===== src/rtl/sprite_motion_ctrl.sv =====
// sprite_motion_ctrl: frame-synchronous sprite-1 position/animation sequencer.
// Buttons and the display's end-of-frame pulse are synchronized. One update is
// computed per frame and committed to the outputs inside vertical blanking.
// Optional feature macro: SPRITE_WRAP_EN (position wraps at the screen edges
// instead of clamping).
module sprite_motion_ctrl #(
   parameter int unsigned SCREEN_W     = 160,
   parameter int unsigned SCREEN_H     = 120,
   parameter int unsigned SPRITE_SIZE  = 16,
   parameter int unsigned STEP         = 1,
   parameter int unsigned ANIM_FRAMES  = 4,
   parameter int unsigned ANIM_DIV     = 8,
   parameter int unsigned FRAME_STRIDE = 256
) (
   input  logic        clk,
   input  logic        reset,
   input  logic        screenEnd,
   input  logic [7:0]  buttons,
   input  logic        enable,
   output logic [7:0]  sp1_x,
   output logic [6:0]  sp1_y,
   output logic [31:0] sp1_addr,
   output logic        sp1_en,
   output logic        frame_tick,
   output logic        moving
);

   localparam int unsigned X_MAX  = SCREEN_W - SPRITE_SIZE;
   localparam int unsigned Y_MAX  = SCREEN_H - SPRITE_SIZE;
   localparam int unsigned X_INIT = X_MAX / 2;
   localparam int unsigned Y_INIT = Y_MAX / 2;
   localparam int unsigned CEL_W  = (ANIM_FRAMES > 1) ? $clog2(ANIM_FRAMES) : 1;
   localparam int unsigned DIV_W  = (ANIM_DIV > 1) ? $clog2(ANIM_DIV) : 1;

   localparam logic signed [8:0] STEP_X = 9'(STEP);
   localparam logic signed [7:0] STEP_Y = 8'(STEP);
   localparam logic signed [8:0] X_LIM  = 9'(X_MAX);
   localparam logic signed [7:0] Y_LIM  = 8'(Y_MAX);

   typedef enum logic [1:0] {
      IDLE   = 2'd0,
      CALC   = 2'd1,
      COMMIT = 2'd2
   } state_t;

   state_t state_q, state_d;

   logic [4:0] btn_s1, btn_s2;
   logic       se_s1, se_s2, se_s3;
   logic       se_rise;
   logic       unused_btn;

   logic signed [8:0] dx, x_sum;
   logic signed [7:0] dy, y_sum;
   logic [7:0]        nx;
   logic [6:0]        ny;
   logic              mov_c;
   logic              en_c;
   logic [DIV_W-1:0]  div_d, div_q;
   logic [CEL_W-1:0]  cel_d, cel_q;

   logic [7:0] x_sh;
   logic [6:0] y_sh;
   logic       en_sh;
   logic       mov_sh;
   logic       prev_a_q;

   assign unused_btn = ^buttons[7:5];
   assign se_rise    = se_s2 & ~se_s3;

   // Two-flop synchronizers for buttons and screenEnd, plus delay for edge detect
   always_ff @(posedge clk or posedge reset) begin
      if (reset) begin
         btn_s1 <= '0;
         btn_s2 <= '0;
         se_s1  <= 1'b0;
         se_s2  <= 1'b0;
         se_s3  <= 1'b0;
      end else begin
         btn_s1 <= buttons[4:0];
         btn_s2 <= btn_s1;
         se_s1  <= screenEnd;
         se_s2  <= se_s1;
         se_s3  <= se_s2;
      end
   end

   // FSM state register
   always_ff @(posedge clk or posedge reset) begin
      if (reset) state_q <= IDLE;
      else       state_q <= state_d;
   end

   // FSM next state: one CALC/COMMIT pass per enabled end-of-frame rise
   always_comb begin
      state_d = state_q;
      case (state_q)
         IDLE:    if (se_rise && enable) state_d = CALC;
         CALC:    state_d = COMMIT;
         COMMIT:  state_d = IDLE;
         default: state_d = IDLE;
      endcase
   end

   // Next position, animation and visibility from the synced buttons
   always_comb begin
      dx = '0;
      dy = '0;
      if (btn_s2[3] && !btn_s2[2])      dx = STEP_X;
      else if (btn_s2[2] && !btn_s2[3]) dx = -STEP_X;
      if (btn_s2[1] && !btn_s2[0])      dy = STEP_Y;
      else if (btn_s2[0] && !btn_s2[1]) dy = -STEP_Y;

      x_sum = $signed({1'b0, sp1_x}) + dx;
      y_sum = $signed({1'b0, sp1_y}) + dy;

`ifdef SPRITE_WRAP_EN
      if (x_sum[8])           nx = 8'(X_MAX);
      else if (x_sum > X_LIM) nx = 8'd0;
      else                    nx = x_sum[7:0];
      if (y_sum[7])           ny = 7'(Y_MAX);
      else if (y_sum > Y_LIM) ny = 7'd0;
      else                    ny = y_sum[6:0];
`else
      if (x_sum[8])           nx = 8'd0;
      else if (x_sum > X_LIM) nx = 8'(X_MAX);
      else                    nx = x_sum[7:0];
      if (y_sum[7])           ny = 7'd0;
      else if (y_sum > Y_LIM) ny = 7'(Y_MAX);
      else                    ny = y_sum[6:0];
`endif

      mov_c = (nx != sp1_x) || (ny != sp1_y);

      div_d = '0;
      cel_d = '0;
      if (mov_c) begin
         if (div_q == DIV_W'(ANIM_DIV - 1)) begin
            div_d = '0;
            cel_d = (cel_q == CEL_W'(ANIM_FRAMES - 1)) ? '0 : cel_q + CEL_W'(1);
         end else begin
            div_d = div_q + DIV_W'(1);
            cel_d = cel_q;
         end
      end

      en_c = sp1_en ^ (btn_s2[4] & ~prev_a_q);
   end

   // Shadow registers loaded in CALC
   always_ff @(posedge clk or posedge reset) begin
      if (reset) begin
         x_sh     <= 8'(X_INIT);
         y_sh     <= 7'(Y_INIT);
         en_sh    <= 1'b1;
         mov_sh   <= 1'b0;
         div_q    <= '0;
         cel_q    <= '0;
         prev_a_q <= 1'b0;
      end else if (state_q == CALC) begin
         x_sh     <= nx;
         y_sh     <= ny;
         en_sh    <= en_c;
         mov_sh   <= mov_c;
         div_q    <= div_d;
         cel_q    <= cel_d;
         prev_a_q <= btn_s2[4];
      end
   end

   // Output commit in COMMIT, with a coincident one-cycle frame_tick
   always_ff @(posedge clk or posedge reset) begin
      if (reset) begin
         sp1_x      <= 8'(X_INIT);
         sp1_y      <= 7'(Y_INIT);
         sp1_addr   <= '0;
         sp1_en     <= 1'b1;
         moving     <= 1'b0;
         frame_tick <= 1'b0;
      end else begin
         frame_tick <= (state_q == COMMIT);
         if (state_q == COMMIT) begin
            sp1_x    <= x_sh;
            sp1_y    <= y_sh;
            sp1_addr <= 32'(cel_q) * FRAME_STRIDE;
            sp1_en   <= en_sh;
            moving   <= mov_sh;
         end
      end
   end

endmodule


===== config.mk =====
export PLATFORM = sky130hd
export DESIGN_NAME = sprite_motion_ctrl
export DESIGN_NICKNAME = d
export VERILOG_FILES = /design/src/rtl/sprite_motion_ctrl.sv
export SDC_FILE = /design/constraint.sdc
export NUM_CORES = 1
export LEC_CHECK = 0
export CORE_ASPECT_RATIO = 2
export CORE_MARGIN = 5
export CORE_UTILIZATION = 50
export DETAILED_ROUTE_END_ITERATION = 12
export MAX_ROUTING_LAYER = met4
export PLACE_DENSITY_LB_ADDON = 0.2
export SYNTH_ARGS = -nofsm -noshare
export SYNTH_HDL_FRONTEND = slang
export SYNTH_SLANG_ARGS = --single-unit

===== constraint.sdc =====
create_clock -name clk -period 3.4 [get_ports clk]
set_input_delay 0.34 -clock clk [delete_from_list [all_inputs] [get_ports clk]]
set_output_delay 0.34 -clock clk [all_outputs]
set_load 0.005 [all_outputs]

==> flow_summary.ini, run 1 <==
[global_routing]
grt_usage_pct = 22.0
antenna_found_initial = 0
grt_max_degree = 46
grt_pass1_wl_um = 16700
grt_pass1_vias = 3617
grt.overflow.total = 0

[route]
drt_iter0_drc = 153
wl_per_cell_um = 16.9
dr_wl_met3_um = 311
firstDrtPassIters = 4
vias = 3450
wl_met2_um = 5580
routed_wl_um = 10000
drc = 0
met1_length_um = 3550
topRoutingLayerUsed = met4
ant_nets = 0
vias_per_cell = 5.81

[die]
ios = 62
dieArea_mm2 = 0.0102
rows = 46
initial_core_util_pct = 51.2
die_h_um = 138
die_w_um = 73.8
core_mm2 = 0.00794

[synthesis]
synthTopCellsByArea = dfrtp_1 (28%), dfstp_2 (7.7%), buf_4 (6.5%)
synth-edff-count = 0
synthAdderAreaFrac_pct = 4.00
synth_top_family_by_area = simple AND/OR/NAND/NOR gates
synth_top_area_share_pct = 28.3
ys_seq_area_share_pct = 36.0
yosys.area.top_type = dfrtp_1
synth_compound_area_share_pct = 20.0
ys_seq_elements = 58
muxShareOfSynthArea_pct = 4.37
yosysWarnings = 0
yosysMostFrequentCell = dfrtp_1
synthesis.area_mm2 = 0.00407
synth-simple-area-share_pct = 21.2
syn_area_per_cell_um2 = 9.42
yosys.area_share.xor_xnor_pct = 3.41
synthCells = 432
synthFlopType = dfrtp_1
synthArstFlopShare_pct = 100
yosys-top-cells-count = dfrtp_1 (46), nand2_1 (41), buf_4 (35)
ys_types = 83

[clocking]
clk_path_buf_depth = 2
insertion_delay_ns = 0.33
cts_max_level = 3
cts_sinks = 58
clkTransAtPathRegs_ns = 0.05
cts_buffers = 9
tritoncts = yes
cts.root.buffer_cell = clkbuf_16
postCtsHoldBufs = 0

[final_layout]
drive_gt1_share_pct = 29.3
finalNetCount = 518
area_growth_pct = 23.8
layout.cells.non_filler = 594
diodes = 0

[outcome]
violations = setup timing
outcome = complete, but fails checks

[setup_path]
r2r_slack_ns = -0.04
path_class = register to register
start_kind = register
critPathMaxFanout = 5
arrival_ns = 3.64
critPathRequiredTime_ns = 3.60
crit_path_end_kind = register

[timing]
worst_slew_pin_slew_ns = 1.05
skew_ns = 0.00412
finalCriticalPeriod_ns = 3.44
max_freq_ghz = 0.291
rsz0062_at_grt = yes
relSlewSlack_pct = 29.8
layout_setup_ws_ns = -0.0378
setup_viol = 3
hold_viol = 0
finalCritPeriodShare_pct = 101
whs_ns = 0.351
fin_tns_setup_ns = -0.0633
maxSlewViolCount = 0

[power_and_ir_drop]
powerDensity_mw_per_mm2 = 851
finalPower_mw = 4.29
peakVddDrop_mv = 0.553
static-leakage-power_nw = 2.15

[placed_design]
numPortBuffers = 28
dp_slack_ns = -0.127
dpl.cell_count = 570
dpl.hpwl_um = 7350
place_congestion = 0.888

[min_path]
hp-class = register to register

[run]
maxCapViolCount = 0
## report_power, final
| group | total (mW) | internal [mW] | switching, mW |
|---|---|---|---|
| logic | 2.25 | 1.14 | 1.11 |
| registers | 1.22 | 0.939 | 0.277 |
| clock network | 0.828 | 0.511 | 0.317 |
| total | 4.29 | 2.59 | 1.70 |
## sequential cells by signal, indices dropped and copies added, names as in the netlist, 2 cells and up
name,count
btn_s2,5
cel_q,2
state_q,2
btn_s1,5
sp1_addr,2
x_sh,8
sp1_y,7
div_q,3
y_sh,7
sp1_x,8
## stage by stage
stage          utilization (%)  area, um2
2_1_floorplan                -       4190
5_1_grt                   63.4       5040
6_report                  63.4       5040
3_5_place_dp              57.1       4530
4_1_cts                   62.4       4960
3_3_place_gp              57.1       4530
## path summary, 6_finish.rpt
path                            cells past startpoint      start  endpoint
worst max register to register                     14  btn_s2[2]  cel_q[1]
worst max-delay path                               14  btn_s2[2]  cel_q[1]
worst min register to register                      0      se_s1     se_s2
worst min-delay path                                0      se_s1     se_s2
max in group asynchronous                           3      reset  sp1_x[6]
min in group asynchronous                           2      reset  sp1_y[1]
## critical path, stage by stage, from the launching register on
cell,delay (ns)
dfrtp_1,0.38
ha_1,0.29
inv_2,0.05
ha_4,0.16
ha_4,0.17
or3_4,0.34
a21oi_4,0.21
nor3_2,0.09
nor3_4,0.23
xor2_2,0.30
a31oi_2,0.15
o31a_1,0.26
a221o_2,0.37
o2111ai_2,0.20
nand3_1,0.09
## placed cells by master, fill, tap and decap left out, types with 4 or more instances in the layout
cell / instances
nor3_1: 11
clkbuf_16: 9
nand3_1: 7
nand2_1: 41
a22o_1: 6
o21ai_0: 19
mux2_2: 14
or3_1: 8
buf_4: 48
conb_1: 30
o22ai_1: 4
dfstp_2: 12
nor2_1: 12
and3b_1: 4
a21o_1: 5
dfrtp_1: 46
xnor2_1: 8
clkdlybuf4s50_1: 28
nand4_1: 5
nand2b_1: 11
ha_1: 8
nor4_2: 4
o31ai_1: 6
a21oi_1: 12
inv_1: 15
o21ai_1: 5
## timing repair
item,4_1_cts,5_1_grt
endpoints found under the setup margin,6,6
pin swaps,14,14
resized for setup,22,8
buffers inserted,2,6
## final cells by class
class	count	area [um2]
fillers	655	2900
flip-flops and latches	58	1470
repair buffers	78	663
well taps	96	120
clock inverters	6	42.5
multi-input cells	328	2440
inverters	18	67.6
clock buffers	10	239
## logic make-up (layout without fill, tap and decap cells)
logic type / count (synthesis) / after routing
muxes: 16 / 16
and+or+nand+nor: 146 / 146
adders and majority gates: 13 / 13
DFF: 58 / 58
xor gates and xnor gates: 15 / 15
buffers and inverters: 75 / 112
AOI/OAI and AO/OA: 108 / 108
other: 1 / 30
## layer usage
metal,GRT usage [%],up-vias
met4,14.7,0
met3,3.87,44
li1,-,1638
met2,38.9,83
met1,21.1,1685
met5,-,-
Note: power is estimated with default switching activity, not from simulation.
==> inputs of run 2 (changes only) <==
--- a/config.mk
+++ b/config.mk
@@ -5,12 +5,13 @@
 export SDC_FILE = /design/constraint.sdc
 export NUM_CORES = 1
 export LEC_CHECK = 0
+export CAP_MARGIN = 0
 export CORE_ASPECT_RATIO = 2
 export CORE_MARGIN = 5
-export CORE_UTILIZATION = 50
+export CORE_UTILIZATION = 55
 export DETAILED_ROUTE_END_ITERATION = 12
 export MAX_ROUTING_LAYER = met4
-export PLACE_DENSITY_LB_ADDON = 0.2
+export PLACE_DENSITY_LB_ADDON = 0.05
 export SYNTH_ARGS = -nofsm -noshare
 export SYNTH_HDL_FRONTEND = slang
 export SYNTH_SLANG_ARGS = --single-unit
==> constraint.sdc (replaced) <==
create_clock -name clk -period 3.72 [get_ports clk]
set_input_delay 0.372 -clock clk [delete_from_list [all_inputs] [get_ports clk]]
set_output_delay 0.372 -clock clk [all_outputs]
set_load 0.005 [all_outputs]
==> run 2 against run 1 <==
Maximum frequency fell by 2.8%. Largest cell class unchanged. Flip-flop and latch count did not move. Sequential power fell by 7%. The run now ends clean. Routed wire length fell by 5.5%. Combinational power fell by 24%. Die area fell by 8.2%. Via count fell by 4.4%. Core utilization rose by 1.4 points. Design area fell by 6.4%.
==> flow_summary.ini, run 2 (synthesized netlist as in run 1, its figures left out) <==
[route]
vias = 3297
ant_nets = 0
drc = 0
vias_per_cell = 5.90
wl_per_cell_um = 16.9
routed_wl_um = 9460
drt_iter0_drc = 109
firstDrtPassIters = 4

[die]
die_h_um = 132
rows = 44
core_mm2 = 0.00727
initial_core_util_pct = 56.0
ios = 62
die_w_um = 70.8
dieArea_mm2 = 0.00932

[power_and_ir_drop]
static-leakage-power_nw = 2.01
finalPower_mw = 3.71
peakVddDrop_mv = 0.652
powerDensity_mw_per_mm2 = 787

[outcome]
outcome = finished, final reports clean

[min_path]
hp-class = register to register

[clocking]
cts_max_level = 3
cts_buffers = 9
tritoncts = yes
cts_setup_buffers = 0
clkTransAtPathRegs_ns = 0.05
cts_resized = 0
cts_sinks = 58
cts.root.buffer_cell = clkbuf_16
postCtsHoldBufs = 0
clk_path_buf_depth = 2
insertion_delay_ns = 0.33

[setup_path]
crit_chain = ha_1, inv_1, ha_1, ha_1, or3_1, a21oi_4, o2111a_1, nor3_4, xor2_2, a31oi_1, o31a_1, a221o_2, o2111ai_2, nand3_1
critPathRequiredTime_ns = 3.93
cpPeakStageDelay_ns = 0.38
path_class = register to register
cpMaxStageDelayCell = dfrtp_1
start_kind = register
critPathTopFamily = compound AO/OA/AOI/OAI gates
crit_path_end_kind = register
path_buf_inv = 1
arrival_ns = 3.74
cpMostUsedCell = ha_1
critPathMaxFanout = 6

[final_layout]
final_area_mm2 = 0.00471
final_cell_mix = dfrtp_1 (46), nand2_1 (41), conb_1 (30)
area_growth_pct = 15.9
mostFrequentLayoutCell = dfrtp_1
diodes = 0
drive_gt1_share_pct = 20.6
register_area_mm2 = 0.00147
reg_top3 = sp1_x x8, x_sh x8
final_util_pct = 64.9
multiInputGateArea_mm2 = 0.00232
finalNetCount = 487
fillCellCount = 643

[placed_design]
numPortBuffers = 28
place_congestion = 0.910
placed_area_mm2 = 0.00434
dpl.hpwl_um = 6880

[global_routing]
grt_usage_pct = 21.4
grt_pass1_wl_um = 15600
antenna_found_initial = 0
grt.overflow.total = 0
grt_pass1_vias = 3326
grt_max_degree = 53

[timing]
finalCritPeriodShare_pct = 95.1
worst_slew_pin_slew_ns = 1.07
max_freq_ghz = 0.283
whs_ns = 0.344
skew_ns = 0.00638
fin_tns_setup_ns = 0
maxSlewViolCount = 0
rsz0062_at_grt = no
hold_viol = 0
relSlewSlack_pct = 28.6
finalCriticalPeriod_ns = 3.54
setup_viol = 0

[run]
maxCapViolCount = 0
-- run 2: cell types whose count changed in the layout (fill, tap and decap cells not counted), sizes merged --
cell / change
buf: -31
bufinv: +2
clkinv: -2
clkbuf: +1
clkinvlp: -1
-- run 2: final cells by class --
type	instances	share of cell area [%]
clock buffers	11	5.15
clock inverters	5	1.65
inverters	18	1.43
multi-input cells	328	49.3
flip-flops and latches	58	31.1
well taps	92	2.44
repair buffers	47	8.97
-- run 2: path summary, 6_finish.rpt --
| check | endpoint | cells past startpoint | start | slack (ns) |
|---|---|---|---|---|
| max | cel_q[1] | 14 | btn_s2[2] | 0.18 |
| min | btn_s2[4] | 0 | btn_s1[4] | 0.34 |
| max reg2reg | cel_q[1] | 14 | btn_s2[2] | 0.18 |
| min reg2reg | btn_s2[4] | 0 | btn_s1[4] | 0.34 |
| max in group asynchronous | se_s1 | 3 | reset | 2.38 |
| min in group asynchronous | btn_s2[1] | 2 | reset | 0.63 |
-- run 2: worst register-to-register path: cells and delay by family (launching register included) --
| kind | cells | cell delay (ns) |
|---|---|---|
| adders and majority gates | 3 | 0.67 |
| and+or+nand+nor | 3 | 0.51 |
| DFF | 1 | 0.38 |
| xor gates and xnor gates | 1 | 0.29 |
| buffers and inverters | 1 | 0.05 |
| AOI/OAI and AO/OA | 6 | 1.51 |
-- run 2: report_power, final --
group          leakage [nW]  internal (mW)  switching [mW]
Combinational          1.16          0.818           0.878
Clock                 0.156          0.601           0.280
Sequential            0.693          0.858           0.275
-- run 2: through the flow --
step | std cells | worst slack (ns)
after floorplan | 461 | 0.256
after global placement | 543 | 0.133
after detailed placement | 543 | 0.0691
after CTS | 559 | 0.0458
after global routing | 559 | 0.0105
final | 559 | 0.182
-- run 2: per-layer routing --
layer	vias to the layer above	track usage (%)	share of wire [%]
li1	1577	-	-
met1	1599	21.1	36
met5	-	-	0
met3	38	4.05	3.2
met4	0	13.8	5.5
met2	83	37.4	55
